`src/rtl/spi_pkg.sv`:
```
// Shared types and constants for the SPI master sequencer.
//   spi_state_e : controller state encoding
//   spi_mode_t  : SPI mode, bit CPOL_BIT = clock polarity, bit CPHA_BIT = phase
package spi_pkg;

  typedef enum logic [2:0] {
    IDLE,
    SETUP,
    XFER,
    CS_WAIT,
    HOLD,
    DESEL
  } spi_state_e;

  localparam int CPOL_BIT = 1;
  localparam int CPHA_BIT = 0;

  typedef logic [1:0] spi_mode_t;

endpackage

```
`src/rtl/spi_clk_div.sv`:
```
// Half-period tick generator for the SPI master.
//   clk, rst_n : system clock, async active-low reset
//   en         : count enable; while low the count is held at its reload value
//   tick       : one-cycle pulse every CLK_DIV cycles of en being high
module spi_clk_div
  import spi_pkg::*;
#(
  parameter int CLK_DIV = 4
) (
  input  logic clk,
  input  logic rst_n,
  input  logic en,
  output logic tick
);

  localparam int            CW        = $clog2(CLK_DIV);
  localparam logic [CW-1:0] LP_RELOAD = CW'(CLK_DIV - 1);

  logic [CW-1:0] r_cnt;

  assign tick = en && (r_cnt == '0);

  // Down-counter: reloading on terminal count or while disabled means every
  // fresh enable yields its first tick exactly CLK_DIV cycles later.
  always_ff @(posedge clk or negedge rst_n) begin
    if (!rst_n) begin
      r_cnt <= LP_RELOAD;
    end else if (!en || (r_cnt == '0)) begin
      r_cnt <= LP_RELOAD;
    end else begin
      r_cnt <= r_cnt - 1'b1;
    end
  end

endmodule

```
`src/rtl/spi_master_ctrl.sv`:
```
// SPI master sequencer: frames host bytes onto SCL/CS_n/MOSI in any of the
// four SPI modes and assembles MISO into received bytes.
//   clk, rst_n            : system clock, async active-low reset
//   mode                  : SPI mode (CPOL, CPHA), latched on first byte of a frame
//   tx_valid/ready        : host byte handshake; tx_data, tx_last (end frame)
//   rx_data, rx_valid     : received byte and its one-cycle strobe
//   busy                  : controller not idle
//   SCL, CS_n, MOSI, MISO : SPI bus pins
//
// state   | meaning
// IDLE    | CS_n high, SCL follows CPOL input, ready for first byte
// SETUP   | CS_n low, MSB on MOSI, one half-period before first edge
// XFER    | 2*DATA_W SCL edges, one per half-period tick
// CS_WAIT | byte done, frame open; waiting for the next byte
// HOLD    | CS_n still low for one half-period after the last edge
// DESEL   | CS_n high for one half-period before accepting a new frame
module spi_master_ctrl
  import spi_pkg::*;
#(
  parameter int CLK_DIV = 4,
  parameter int DATA_W  = 8
) (
  input  logic              clk,
  input  logic              rst_n,
  input  logic [1:0]        mode,
  input  logic              tx_valid,
  output logic              tx_ready,
  input  logic [DATA_W-1:0] tx_data,
  input  logic              tx_last,
  output logic [DATA_W-1:0] rx_data,
  output logic              rx_valid,
  output logic              busy,
  output logic              SCL,
  output logic              CS_n,
  output logic              MOSI,
  input  logic              MISO
);

  localparam int            EW            = $clog2(2*DATA_W + 1);
  localparam logic [EW-1:0] LP_FIRST_EDGE = EW'(1);
  localparam logic [EW-1:0] LP_LAST_EDGE  = EW'(2*DATA_W);

  spi_state_e        r_state;
  spi_mode_t         r_mode;
  logic              r_last;
  logic              r_scl;
  logic              r_cs_n;
  logic              r_tx_ready;
  logic              r_rx_valid;
  logic [DATA_W-1:0] r_shift_tx;
  logic [DATA_W-1:0] r_shift_rx;
  logic [DATA_W-1:0] r_rx_data;
  logic [EW-1:0]     r_edge_cnt;

  logic              w_en;
  logic              w_tick;
  logic              w_accept;
  logic              w_odd;
  logic              w_sample;
  logic              w_shift;
  logic              w_last_edge;
  logic [EW-1:0]     w_edge;
  logic [DATA_W-1:0] w_rx_next;

  // Every exit from these states happens on a tick, so the divider has just
  // reloaded and each state entry starts a fresh half-period.
  assign w_en = (r_state == SETUP) || (r_state == XFER) ||
                (r_state == HOLD)  || (r_state == DESEL);

  spi_clk_div #(
    .CLK_DIV (CLK_DIV)
  ) u_clk_div (
    .clk   (clk),
    .rst_n (rst_n),
    .en    (w_en),
    .tick  (w_tick)
  );

  assign w_accept    = tx_valid && r_tx_ready;
  assign w_edge      = r_edge_cnt + LP_FIRST_EDGE;
  assign w_odd       = w_edge[0];
  assign w_last_edge = (w_edge == LP_LAST_EDGE);
  assign w_sample    = r_mode[CPHA_BIT] ? ~w_odd : w_odd;
  // Edge 1 never shifts (MSB was placed in SETUP); the final edge does not
  // shift either so bit 0 stays on MOSI through the hold time.
  assign w_shift     = (r_mode[CPHA_BIT] ? w_odd : ~w_odd) &&
                       (w_edge != LP_FIRST_EDGE) && !w_last_edge;
  assign w_rx_next   = {r_shift_rx[DATA_W-2:0], MISO};

  always_ff @(posedge clk or negedge rst_n) begin
    if (!rst_n) begin
      r_state    <= IDLE;
      r_mode     <= '0;
      r_last     <= 1'b0;
      r_scl      <= 1'b0;
      r_cs_n     <= 1'b1;
      r_tx_ready <= 1'b0;
      r_rx_valid <= 1'b0;
      r_shift_tx <= '0;
      r_shift_rx <= '0;
      r_rx_data  <= '0;
      r_edge_cnt <= '0;
    end else begin
      r_rx_valid <= 1'b0;
      case (r_state)
        IDLE: begin
          r_cs_n     <= 1'b1;
          r_tx_ready <= 1'b1;
          r_scl      <= mode[CPOL_BIT];
          if (w_accept) begin
            r_mode <= mode;
          end
        end
        SETUP: begin
          if (w_tick) begin
            r_state <= XFER;
          end
        end
        XFER: begin
          if (w_tick) begin
            r_scl      <= ~r_scl;
            r_edge_cnt <= w_edge;
            if (w_sample) begin
              r_shift_rx <= w_rx_next;
            end
            if (w_shift) begin
              r_shift_tx <= r_shift_tx << 1;
            end
            if (w_last_edge) begin
              // CPHA=1 samples on the last edge itself, so fold in MISO now.
              r_rx_data  <= w_sample ? w_rx_next : r_shift_rx;
              r_rx_valid <= 1'b1;
              if (r_last) begin
                r_state <= HOLD;
              end else begin
                r_state    <= CS_WAIT;
                r_tx_ready <= 1'b1;
              end
            end
          end
        end
        CS_WAIT: begin
          r_scl <= r_mode[CPOL_BIT];
        end
        HOLD: begin
          if (w_tick) begin
            r_cs_n  <= 1'b1;
            r_state <= DESEL;
          end
        end
        DESEL: begin
          if (w_tick) begin
            r_state    <= IDLE;
            r_tx_ready <= 1'b1;
          end
        end
        default: begin
          r_state <= IDLE;
        end
      endcase

      // Accept is only possible in IDLE or CS_WAIT (the only states that
      // hold tx_ready high); it overrides the per-state updates above.
      if (w_accept) begin
        r_state    <= SETUP;
        r_cs_n     <= 1'b0;
        r_tx_ready <= 1'b0;
        r_shift_tx <= tx_data;
        r_last     <= tx_last;
        r_edge_cnt <= '0;
      end
    end
  end

  assign tx_ready = r_tx_ready;
  assign rx_data  = r_rx_data;
  assign rx_valid = r_rx_valid;
  assign busy     = (r_state != IDLE);
  assign SCL      = r_scl;
  assign CS_n     = r_cs_n;
  assign MOSI     = r_shift_tx[DATA_W-1];

endmodule

```
`config.mk`:
```
export PLATFORM = sky130hd
export DESIGN_NAME = spi_master_ctrl
export DESIGN_NICKNAME = d
export VERILOG_FILES = /design/src/rtl/spi_pkg.sv /design/src/rtl/spi_clk_div.sv /design/src/rtl/spi_master_ctrl.sv
export SDC_FILE = /design/constraint.sdc
export NUM_CORES = 1
export LEC_CHECK = 0
export CORE_AREA = 3 3 73 75
export DETAILED_ROUTE_END_ITERATION = 16
export DIE_AREA = 0 0 76 78
export PLACE_DENSITY = 0.7
export SLEW_MARGIN = 20
export SYNTH_ARGS = -nofsm -noshare
export SYNTH_HDL_FRONTEND = slang
export SYNTH_HIERARCHICAL = 1
export SYNTH_SLANG_ARGS = --single-unit
```
`constraint.sdc`:
```
create_clock -name clk -period 4 [get_ports clk]
set_input_delay 0.4 -clock clk [delete_from_list [all_inputs] [get_ports clk]]
set_output_delay 0.4 -clock clk [all_outputs]
set_load 0.005 [all_outputs]
```
==> flow_metrics.env, run 1 <==
export IMPL_slew_viol_final=0
export IMPL_grt_pass1_vias=1550
export IMPL_core_um2=4720
export IMPL_synth_simple_gate_area_share_pct=16.5
export IMPL_synthesis_area_um2=2070
export IMPL_path_clk_slew_ns=0.08
export IMPL_netlist_cell_type_count=37
export IMPL_critPathLaunchType="register"
export IMPL_htree_levels=2
export IMPL_synth_seq_cells=41
export IMPL_p_int_mw=0.875
export IMPL_multi_input_area_um2=946
export IMPL_numCtsBuffers=5
export IMPL_fin_crit_sh_pct=67.9
export IMPL_antenna_cells=0
export IMPL_final_common_cell="dfrtp_1"
export IMPL_ant_nets=0
export IMPL_grt_overflow=0
export IMPL_synth_adder_area_share_pct=1.81
export IMPL_switching_share_pct=32.3
export IMPL_post_cts_buffers=0
export IMPL_drtIter0Drc=97
export IMPL_ir_worst_vdd_uv=264
export IMPL_yosysWarnings=6
export IMPL_timing_critical_path_from="r_state[0]"
export IMPL_worstPathArrival_ns=2.88
export IMPL_drive_gt1_share_pct=14.6
export IMPL_via_count=1562
export IMPL_nNetsFinal=250
export IMPL_routed_via_density=5.21
export IMPL_die_area_um2=5930
export IMPL_seq_power_share_pct=45.0
export IMPL_final_cell_mix="dfrtp_1, clkdlybuf4s50_1, nand2_1, a21oi_1, nor2_1"
export IMPL_portBuffers=28
export IMPL_hold_viol=0
export IMPL_drc=0
export IMPL_start_util_pct=43.9
export IMPL_hold_class="input pin to asynchronous set/reset pin"
export IMPL_fin_util_pct=52.7
export IMPL_critPathRequiredTime_ns=4.17
export IMPL_powerDensity_nw_per_um2=519
export IMPL_finalClockSkew_ns=0.00680
export IMPL_cap_violations=0
export IMPL_routedWlPerCell_um=13.8
export IMPL_path_class="register to register"
export IMPL_r2r_start="r_state[0]"
export IMPL_clk_path_buf_depth=2
export IMPL_period_minus_slack_ns=2.72
export IMPL_outcome="complete, no violations"
export IMPL_syn_to_final_growth_pct=20.1
export IMPL_p_comb_share_pct=29.3
export IMPL_synth_edf_count=0
export IMPL_die_h_um=78
export IMPL_synthMuxAreaShare_pct=9.83
export IMPL_leakagePower_nw=1.06
export IMPL_fill_cells=433
export IMPL_ios=29
export IMPL_clk_latency_ns=0.29
export IMPL_ys_flop_type="dfrtp_1"
export IMPL_place_congestion=0.827
export IMPL_tightest_slew_ns=1.05
export IMPL_crit_path_end_kind="register"
export IMPL_antenna_found_initial=0
export IMPL_synth_xor_area_share_pct=2.53
export IMPL_setup_viol=0
export IMPL_synth_top_family_by_area="simple AND/OR/NAND/NOR gates"
export IMPL_num_rows=25
export IMPL_postCtsHoldBufs=0
export IMPL_synth_compound_area_share_pct=15.0
export IMPL_yosysSeqAreaShare_pct=49.6
export IMPL_cts_repair_resized=0
export IMPL_register_area_um2=1030
export IMPL_cts_tree="built"
export IMPL_r2r_cells=7
export IMPL_dieWidth_um=76
export IMPL_firstDrtPassIters=4
export IMPL_root_buffer="clkbuf_8"
export IMPL_maxSlewHeadroom_pct=29.7
export IMPL_switching_power_mw=0.418
export IMPL_wl_um=4130
export IMPL_numClockSinks=41
export IMPL_async_flop_share_pct=100
export IMPL_avgSynthCellArea_um2=9.93
export IMPL_grt_max_degree=42
export IMPL_syn_nets=227
export IMPL_grt_pass1_wl_um=7230
export IMPL_syn_inst=209
export IMPL_rsz0062_at_grt="no"
export IMPL_setup_tns_ns=0
export IMPL_max_freq_mhz=368
export IMPL_clockPowerShare_pct=25.7
export IMPL_track_usage_pct=15.1
export IMPL_dp_hpwl_um=2750
export IMPL_critPathMaxFanout=13
[kinds of logic (layout without fill, tap and decap cells)]
group,Yosys count,count (layout)
XOR/XNOR,6,6
flip-flops,41,41
AO/OA/AOI/OAI,51,51
AND/OR/NAND/NOR,66,66
multiplexers,19,19
buffers and inverters,23,47
adder cells (fa/ha/maj),3,3
[power groups by stage]
stage               logic (mW)  clock network, mW  registers, mW
finish                   0.379              0.332          0.582
global route             0.420              0.363          0.599
CTS                      0.382              0.341          0.581
detailed placement       0.380                  0          0.589
global placement         0.373                  0          0.586
floorplan                0.268                  0          0.568
[final timing paths]
| path | slack [ns] | to |
|---|---|---|
| setup / recovery | 1.28 | r_shift_tx[6] |
| hold / removal | 0.24 | SCL |
| setup reg to reg | 1.28 | r_shift_tx[6] |
| hold reg to reg | 0.46 | CS_n |
| max in group asynchronous | 3.18 | r_shift_tx[7] |
| min in group clk | 0.46 | CS_n |
[cell type report]
| type | count | area share [%] |
|---|---|---|
| clock buffers | 6 | 2.91 |
| clock inverters | 2 | 1.56 |
| well taps | 67 | 3.37 |
| multi-input cells | 145 | 38.0 |
| repair buffers | 29 | 11.4 |
| inverters | 10 | 1.51 |
| flip-flops and latches | 41 | 41.3 |
[metal layers]
layer  wire length (um)  vias up  GRT usage [%]  part of all wire [%]
met1               1990      733           20.0                    48
li1                   -      780              -                     -
met5                  0        -              0                     0
met4                 27        0           3.80                  0.65
met2               1890       47           23.8                    46
met3                225        2           5.45                   5.5
[per-stage QoR]
stage	setup slack, ns	hold slack, ns	total power [mW]	cell area, um^2	cells
6_report	1.28	0.239	1.29	2490	300
5_1_grt	1.15	0.297	1.38	2490	300
4_1_cts	1.31	0.270	1.30	2490	300
3_5_place_dp	1.33	0.455	0.969	2380	292
3_3_place_gp	1.41	0.451	0.958	2380	292
2_1_floorplan	1.85	0.104	0.836	2070	209
[critical path, cell delays in order (launching register included)]
cell     delay [ns]
dfrtp_1        0.52
nor2_4         0.26
xnor2_1        0.20
and2_1         0.38
nand3_4        0.15
or4_1          0.78
o21ai_2        0.21
a21oi_1        0.09
[synthesized netlist by cell type, types with 2 or more instances]
cell,instances,area [um^2]
buf_2,4,20.0
xnor2_1,3,26.3
nand3_1,5,25.0
mux2_2,11,124
nor2_1,13,48.8
dfrtp_1,38,951
nor4_1,4,25.0
nand3b_1,2,15.0
o21ai_2,8,70.1
o21ai_1,2,10.0
a21oi_1,15,75.1
clkbuf_1,7,26.3
and2_1,3,18.8
buf_4,2,15.0
or3_1,2,12.5
nor3_1,4,20.0
o211ai_1,2,15.0
mux2i_1,8,80.1
dfstp_2,3,78.8
a31oi_1,9,56.3
nor2b_1,2,12.5
o21ai_0,12,60.1
ha_1,3,37.5
xor2_1,3,26.3
nand2_1,23,86.3
inv_1,10,37.5
[sequential cells by signal, summed over array words and instances, names as in the netlist]
signal           cells
SCL                  1
r_shift_rx           8
rx_valid             1
rx_data              8
CS_n                 1
r_mode               2
tx_ready             1
r_shift_tx           8
r_state              3
r_last               1
r_edge_cnt           5
u_clk_div/r_cnt      2
Note: power is estimated with default switching activity, not from simulation.
==> run 2, diff against run 1 <==
--- a/config.mk
+++ b/config.mk
@@ -8,7 +8,7 @@
 export CORE_AREA = 3 3 73 75
 export DETAILED_ROUTE_END_ITERATION = 16
 export DIE_AREA = 0 0 76 78
-export PLACE_DENSITY = 0.7
+export PLACE_DENSITY = 0.73
 export SLEW_MARGIN = 20
 export SYNTH_ARGS = -nofsm -noshare
 export SYNTH_HDL_FRONTEND = slang
==> constraint.sdc (replaced) <==
create_clock -name clk -period 2.31 [get_ports clk]
set_input_delay 0.231 -clock clk [delete_from_list [all_inputs] [get_ports clk]]
set_output_delay 0.231 -clock clk [all_outputs]
set_load 0.005 [all_outputs]
==> run 2 against run 1 <==
Effect of this change: flip-flop and latch count is the same; final cell count is 2.3% higher; total power rose by 85%; global-route usage hardly changed; clock-buffer cell count fell by 1; sequential power increased by 70%; first-iteration DRC count fell by 33%; maximum frequency up 30%; non-clock buffer count is 7 higher; register-to-register slack got worse by 1.1 ns; clock power rose by 100%; clock skew is 0.0014 ns higher.
==> flow_metrics.env, run 2 (same netlist as run 1, synthesis figures left out) <==
export IMPL_fin_util_pct=54.6
export IMPL_place_congestion=0.727
export IMPL_max_freq_mhz=477
export IMPL_die_area_um2=5930
export IMPL_setup_viol=0
export IMPL_p_total_mw=2.39
export IMPL_maxSlewHeadroom_pct=39.2
export IMPL_critPathLaunchType="register"
export IMPL_drive_gt1_share_pct=17.9
export IMPL_final_common_cell="dfrtp_1"
export IMPL_num_rows=25
export IMPL_outcome="complete, no violations"
export IMPL_r2r_slack_ns=0.21
export IMPL_tightest_slew_ns=0.911
export IMPL_place_ws_ns=0.0837
export IMPL_start_util_pct=43.9
export IMPL_nNetsFinal=257
export IMPL_rsz0062_at_grt="no"
export IMPL_critPathMaxFanout=8
export IMPL_cts_tree="built"
export IMPL_multi_input_area_um2=958
export IMPL_final_cell_mix="dfrtp_1, clkdlybuf4s50_1, nand2_1, a21oi_1, nor2_1"
export IMPL_register_area_um2=1030
export IMPL_grt_max_degree=42
export IMPL_routed_via_density=5.25
export IMPL_root_buffer="clkbuf_8"
export IMPL_hold_viol=0
export IMPL_postCtsHoldBufs=0
export IMPL_setup_tns_ns=0
export IMPL_track_usage_pct=15.1
export IMPL_crit_path_end_kind="register"
export IMPL_grt_overflow=0
export IMPL_critPathRequiredTime_ns=2.53
export IMPL_grt_pass1_wl_um=7270
export IMPL_clk_latency_ns=0.29
export IMPL_ant_nets=0
export IMPL_numCtsBuffers=5
export IMPL_crit_path_cell_trace="ha_1, nand2_1, nor4_1, or4_4, o21ai_2, a21oi_1"
export IMPL_dieWidth_um=76
export IMPL_numClockSinks=41
export IMPL_ios=29
export IMPL_worstPathArrival_ns=2.31
export IMPL_portBuffers=28
export IMPL_powerDensity_nw_per_um2=927
export IMPL_ir_worst_vdd_uv=446
export IMPL_path_class="register to register"
export IMPL_dp_hpwl_um=2940
export IMPL_slew_viol_final=0
export IMPL_firstDrtPassIters=4
export IMPL_antenna_found_initial=0
export IMPL_final_cell_area_um2=2580
export IMPL_slowest_stage="nor4_1"
export IMPL_drc=0
export IMPL_core_um2=4720
export IMPL_syn_to_final_growth_pct=24.3
export IMPL_path_clk_slew_ns=0.08
export IMPL_die_h_um=78
export IMPL_finalClockSkew_ns=0.00823
export IMPL_layout_setup_ws_ns=0.214
export IMPL_cap_violations=0
export IMPL_grt_pass1_vias=1582
export IMPL_via_count=1613
export IMPL_leakagePower_nw=1.11
export IMPL_wl_um=4200
export IMPL_fin_crit_sh_pct=90.7
export IMPL_place_area_um2=2430
export IMPL_hold_class="input pin to asynchronous set/reset pin"
export IMPL_period_minus_slack_ns=2.10
export IMPL_routedWlPerCell_um=13.7
export IMPL_clk_path_buf_depth=2
export IMPL_drtIter0Drc=65
export IMPL_htree_levels=2
export IMPL_slowest_delay_ns=0.60
export IMPL_fill_cells=428
export IMPL_antenna_cells=0
-- run 2: changes by cell type in the layout (fill, tap and decap cells not counted), sizes merged --
cell | before | now
bufinv | 1 | 2
buf | 2 | 9
clkbuf | 6 | 5
-- run 2: worst paths after layout --
kind	start	end	cells after the start
max in group asynchronous	rst_n	rx_valid	1
worst min register to register	CS_n	CS_n	2
worst min-delay path	rst_n	r_mode[1]	1
worst max register to register	r_edge_cnt[0]	r_shift_tx[7]	6
min in group clk	tx_last	r_last	3
worst max-delay path	r_edge_cnt[0]	r_shift_tx[7]	6
-- run 2: critical path: cells and delay by family (launching register included) --
family / cells / cell delay, ns
and+or+nand+nor: 3 / 1.07
DFF: 1 / 0.51
adders and majority gates: 1 / 0.26
AOI/OAI and AO/OA: 2 / 0.18
-- run 2: stage by stage --
stage / hold slack (ns) / std cells
final: 0.0642 / 307
after global routing: 0.126 / 307
after CTS: 0.0963 / 307
after detailed placement: 0.422 / 299
after global placement: 0.413 / 299
after floorplan: -0.0646 / 209
-- run 2: repair_timing --
action | in CTS | in global routing
resized for setup | 0 | 2
buffers inserted | 0 | 0
endpoints found under the setup margin | 0 | 8
-- run 2: cell type report --
cell class                 instances  share of cell area (%)
multi-input combinational        145                    37.2
sequential                        41                    39.9
clock buffer                       5                    2.67
timing repair buffer              36                    13.0
tap                               67                    3.25
clock inverter                     3                    2.52
inverter                          10                    1.46
-- run 2: report_power, final --
part / internal, mW / switching, mW / total, mW
logic: 0.355 / 0.372 / 0.727
clock network: 0.429 / 0.244 / 0.674
registers: 0.876 / 0.113 / 0.989
-- run 2: routing by layer --
metal  wire, um  GRT usage [%]  part of all wire [%]
met1       1870           18.8                    44
met2       2070           25.8                    49
met3        221           4.06                   5.3
met4         40           4.35                  0.95
met5          0              0                     0
==> RTL change 1: new RTL, flow settings as in run 2 <==
Register the input `mode` before use, cleared by the reset. The logic sees it one clock later. The other inputs are not delayed to match.
--- a/src/rtl/spi_master_ctrl.sv
+++ b/src/rtl/spi_master_ctrl.sv
@@ -39,6 +39,16 @@
   localparam int            EW            = $clog2(2*DATA_W + 1);
   localparam logic [EW-1:0] LP_FIRST_EDGE = EW'(1);
   localparam logic [EW-1:0] LP_LAST_EDGE  = EW'(2*DATA_W);
+
+  logic [1:0] mode_q;
+
+  always_ff @(posedge clk or negedge rst_n) begin
+    if (!rst_n) begin
+      mode_q <= '0;
+    end else begin
+      mode_q <= mode;
+    end
+  end
 
   spi_state_e        r_state;
   spi_mode_t         r_mode;
@@ -106,9 +116,9 @@
         IDLE: begin
           r_cs_n     <= 1'b1;
           r_tx_ready <= 1'b1;
-          r_scl      <= mode[CPOL_BIT];
+          r_scl      <= mode_q[CPOL_BIT];
           if (w_accept) begin
-            r_mode <= mode;
+            r_mode <= mode_q;
           end
         end
         SETUP: begin
Check against the original RTL: not equivalent (a bounded check fails within 4 cycles, from zero or initial values and one cycle with rst_n low).
==> RTL change 1 against run 2 <==
Setup slack worse by 0.0060 ns. Critical endpoint is now r_shift_tx[6]. Sequential cell count grew 2. Wire length is 12% lower. Synthesized area up 0.84%. Synthesized cell count is 6.2% lower. Sequential share of layout area up 1.7 points. Final area up 0.68%.
Power is not compared: it rests on default switching activity, and its combinational part moved more than twofold at a synthesized area within 25%.
==> RTL change 1: results (changes against run 2) <==
| Metric | Value |
|---|---|
| Cells after DPL | `293 (was 299)` |
| Status | `finished clean (unchanged)` |
| Initial antenna violation count | `0 (unchanged)` |
| Syn nets | `214 (was 227)` |
| Commonest cells post-synth | `dfrtp_1, nor2_1, a21oi_1 (was dfrtp_1, nand2_1, a21oi_1)` |
| Yosys warnings | `6 (unchanged)` |
| Worst Skew | `0.00385 ns (was 0.00823 ns)` |
| Crit Path Max Fanout | `8 (unchanged)` |
| Fin nets | `251 (was 257)` |
| First-pass GRT wire length | `6.52 mm (was 7.27 mm)` |
| Drt first-iter violations | `78 (was 65)` |
| DP Worst Slack | `0.210 ns (was 0.0837 ns)` |
| Hold Crit Class | `primary input to asynchronous set/reset pin (unchanged)` |
| CTS max path bufs | `2 (unchanged)` |
| Syn_area_per_cell | `10.7 sq um (was 9.93 sq um)` |
| Tot GR Track Use | `13.7% (was 15.1%)` |
| Fraction of layout cells with a size suffix above 1 | `17.1% (was 17.9%)` |
| Sequential-to-total area share from yosys stat | `51.6% (was 49.6%)` |
| Fin crit share | `91.0% (was 90.7%)` |
| Number of diodes | `0 (unchanged)` |
| Filler cells | `410 (was 428)` |
| Post-synth cell types | `43 (was 37)` |
| Root buf cell | `clkbuf_8 (unchanged)` |
| Peak supply drop | `310 uV` |
| CP Launch Point | `r_edge_cnt[1] (was r_edge_cnt[0])` |
| Initial DRT Pass Iterations | `4 (unchanged)` |
| Skew-Pair Late Insertion Delay | `0.29 ns (about the same)` |
| Post-route setup TNS | `0 ns (unchanged)` |
| CP arrival | `2.28 ns (was 2.31 ns)` |
| TritonCTS buffer count | `5 (unchanged)` |
| Placed Area | `2490 sq um (was 2430 sq um)` |
| GP Congestion | `0.846 (was 0.727)` |
| Pin count of the biggest net entering global routing | `44 (was 42)` |
| Wirelength per Cell | `12.3 um (was 13.7 um)` |
| DP HPWL | `2.64 mm (was 2.94 mm)` |
| Post_cts resized | `0 (unchanged)` |
| Main area contributors after synthesis | `dfrtp_1, mux2i_1, mux2_2 (was dfrtp_1, mux2_2, nand2_1)` |
| LEAKAGE | `1.14 nW` |
| Non-filler instance count after layout | `301 (was 307)` |
| # port buffers | `28 (unchanged)` |
| Via density | `5.01 (was 5.25)` |
| Number of global-route vias before repair | `1488 (was 1582)` |
| H-tree depth | `2 (unchanged)` |
| Worst Tran Pin Value | `0.933 ns (was 0.911 ns)` |
| R2R depth | `7 (was 6)` |
| Clock-pin slew on the worst setup and hold paths | `0.08 ns (about the same)` |
| Reg-to-Reg End | `r_shift_tx[6] (was r_shift_tx[7])` |
| Postcts setup bufs | `0 (unchanged)` |
| Ys async rst share | `100% (unchanged)` |
| Crit path capture | `r_shift_tx[6] (was r_shift_tx[7])` |
-- RTL change 1: worst min-delay path by stage --
stage	endpoint	slack (ns)	cells past startpoint
CTS	r_mode[0]	0.10	1
floorplan	SCL	-0.06	0
global route	r_mode[0]	0.16	1
detailed placement	rx_data[1]	0.43	1
global placement	rx_data[2]	0.42	1
finish	rx_data[1]	0.08	1
-- RTL change 1: stage by stage --
step                      utilization [%]  total power [mW]
final                                55.0              1.37
after global routing                 55.0              1.42
after CTS                            55.0              1.40
after detailed placement             52.7             0.830
after global placement               52.7             0.829
after floorplan                         -             0.790
-- RTL change 1: metal layers --
metal  share of wire (%)  vias up  wire [um]  GRT usage [%]
met5                   0        -          0              0
met2                  48       29       1780           23.0
met4                 2.1        0         77           7.07
met1                  47      709       1720           16.1
li1                    -      763          -              -
met3                 3.0        7        111           3.48
-- RTL change 1: layout make-up --
class,count,area share (%)
repair buffers,39,13.8
flip-flops and latches,43,41.6
multi-input cells,134,35.9
well taps,67,3.23
clock inverters,1,1.16
inverters,10,1.45
clock buffers,7,2.94
-- RTL change 1: report_power, final --
| part | internal (mW) | switching (mW) |
|---|---|---|
| clock network | 0.323 | 0.235 |
| logic | 0.0268 | 0.0203 |
| registers | 0.761 | 0.00629 |
| total | 1.11 | 0.262 |
-- RTL change 1: worst max-delay path, stage by stage, from the launching register on --
cell       delay, ns
dfrtp_1         0.44
ha_1            0.25
or4b_2          0.68
o21ai_2         0.10
a2111oi_4       0.08
buf_4           0.19
mux2i_1         0.16
a21oi_1         0.08
-- RTL change 1: logic make-up (layout without fill, tap and decap cells) --
logic type	after synthesis	after routing	share of synthesized area, %
buf+inv	19	57	3.89
simple gates	60	60	13.9
flops	43	43	51.6
mux	27	27	13.6
fa+ha+maj	3	3	1.79
xor+xnor	5	5	2.99
compound gates	39	39	12.2
==> RTL change 2: new RTL, flow settings as in run 2 <==
Without the edit above. Change the parameter `DATA_W` from 8 to 4.
--- a/src/rtl/spi_master_ctrl.sv
+++ b/src/rtl/spi_master_ctrl.sv
@@ -18,7 +18,7 @@
   import spi_pkg::*;
 #(
   parameter int CLK_DIV = 4,
-  parameter int DATA_W  = 8
+  parameter int DATA_W  = 4
 ) (
   input  logic              clk,
   input  logic              rst_n,
Interface: changed (resized rx_data and tx_data); port bits go from 29 to 21. The function was not compared with the original's and may differ.
==> RTL change 2 against run 2 <==
Setup slack gained 0.0077 ns. Total power shrank 42%. Clock power shrank 43%. Core utilization shrank 14 points. Wire length shrank 26%. Sequential cell count shrank 13. Worst hold slack gained 0.26 ns. Synthesized area shrank 28%. Final area shrank 26%.
==> RTL change 2: results (changes against run 2) <==
| Metric | Value |
|---|---|
| Number of global-route vias before repair | `1184 (was 1582)` |
| GP Congestion | `0.814 (was 0.727)` |
| H-tree depth | `1 (was 2)` |
| CP arrival | `2.25 ns (was 2.31 ns)` |
| Via density | `4.90 (was 5.25)` |
| LEAKAGE | `0.812 nW (was 1.11 nW)` |
| Initial DRT Pass Iterations | `5 (was 4)` |
| R2R Path Start | `r_state[0] (was r_edge_cnt[0])` |
| R2r setup slk | `0.22 ns` |
| Main area contributors after synthesis | `dfrtp_1, nand2_1, dfstp_2 (was dfrtp_1, mux2_2, nand2_1)` |
| DP Worst Slack | `0.168 ns (was 0.0837 ns)` |
| CP max stage delay | `0.40 ns (was 0.60 ns)` |
| WL final | `3.13 mm (was 4.20 mm)` |
| # port buffers | `20 (was 28)` |
| Fin nets | `198 (was 257)` |
| Reg-to-Reg End | `r_shift_tx[0] (was r_shift_tx[7])` |
| Met2 Track Usage GR | `18.8% (was 25.8%)` |
| R2R depth | `8 (was 6)` |
| TritonCTS buffer count | `3 (was 5)` |
| Filler cells | `472 (was 428)` |
| Largest delay contributor family on the critical path | `compound AO/OA/AOI/OAI gates (was simple AND/OR/NAND/NOR gates)` |
| Non-filler instance count after layout | `249 (was 307)` |
| First-pass GRT wire length | `5.56 mm (was 7.27 mm)` |
| Pin count of the biggest net entering global routing | `29 (was 42)` |
| Skew-Pair Late Insertion Delay | `0.27 ns (was 0.29 ns)` |
| Drt first-iter violations | `51 (was 65)` |
| Crit Path Max Fanout | `4 (was 8)` |
| Commonest cells post-synth | `dfrtp_1, nand2_1, nor2_1, o21ai_0 (was dfrtp_1, nand2_1, a21oi_1)` |
| Syn nets | `173 (was 227)` |
| GRT met3 Usage | `2.67% (was 4.06%)` |
| M1 GR Usage | `15.0% (was 18.8%)` |
| DP HPWL | `2.29 mm (was 2.94 mm)` |
| Worst Skew | `0.00204 ns (was 0.00823 ns)` |
| Status | `finished clean (unchanged)` |
| Sequential-to-total area share from yosys stat | `46.8% (was 49.6%)` |
| Crit path max-delay cell type | `dfrtp_1 (was nor4_1)` |
-- RTL change 2: routing by layer --
metal / vias to the layer above / share of wire, %
met2: 21 / 49
li1: 605 / -
met3: 4 / 3.8
met1: 589 / 47
met4: 0 / 0.74
met5: - / 0
-- RTL change 2: layout make-up --
class / count / area share (%)
clock buffer: 3 / 2.18
clock inverter: 1 / 1.58
inverter: 10 / 1.98
multi-input combinational: 112 / 39.0
sequential: 28 / 37.1
tap: 67 / 4.42
timing repair buffer: 28 / 13.7
-- RTL change 2: worst max-delay path by stage --
stage,cells past startpoint,startpoint,slack (ns),to
6_report,8,r_state[0],0.22,r_shift_tx[0]
4_1_cts,8,r_state[0],0.12,r_shift_tx[0]
3_5_place_dp,8,r_state[0],0.17,r_shift_tx[0]
3_3_place_gp,8,r_state[0],0.25,r_shift_tx[0]
5_1_grt,8,r_state[0],0.03,r_shift_tx[2]
2_1_floorplan,10,r_state[0],0.13,r_shift_tx[0]
-- RTL change 2: stage by stage --
stage                     cell area, sq um  hold WS, ns  power [mW]
after floorplan                       1500      -0.0646       0.848
after global placement                1820        0.465       0.995
after detailed placement              1820        0.465        1.00
after CTS                             1890        0.340        1.39
after global routing                  1900        0.365        1.47
final                                 1900        0.328        1.38
-- RTL change 2: where the power goes --
| part | internal [mW] | total [mW] | switching [mW] |
|---|---|---|---|
| registers | 0.579 | 0.642 | 0.0637 |
| clock network | 0.232 | 0.383 | 0.151 |
| logic | 0.177 | 0.356 | 0.179 |
-- RTL change 2: logic make-up (layout without fill, tap and decap cells) --
| kind of cell | count (synthesis) | in the layout | share of synthesized area, % |
|---|---|---|---|
| mux | 7 | 7 | 5.16 |
| xor+xnor | 7 | 7 | 4.08 |
| buf+inv | 18 | 42 | 5.07 |
| flops | 28 | 28 | 46.8 |
| fa+ha+maj | 4 | 4 | 3.33 |
| compound gates | 44 | 44 | 20.0 |
| simple gates | 50 | 50 | 15.6 |
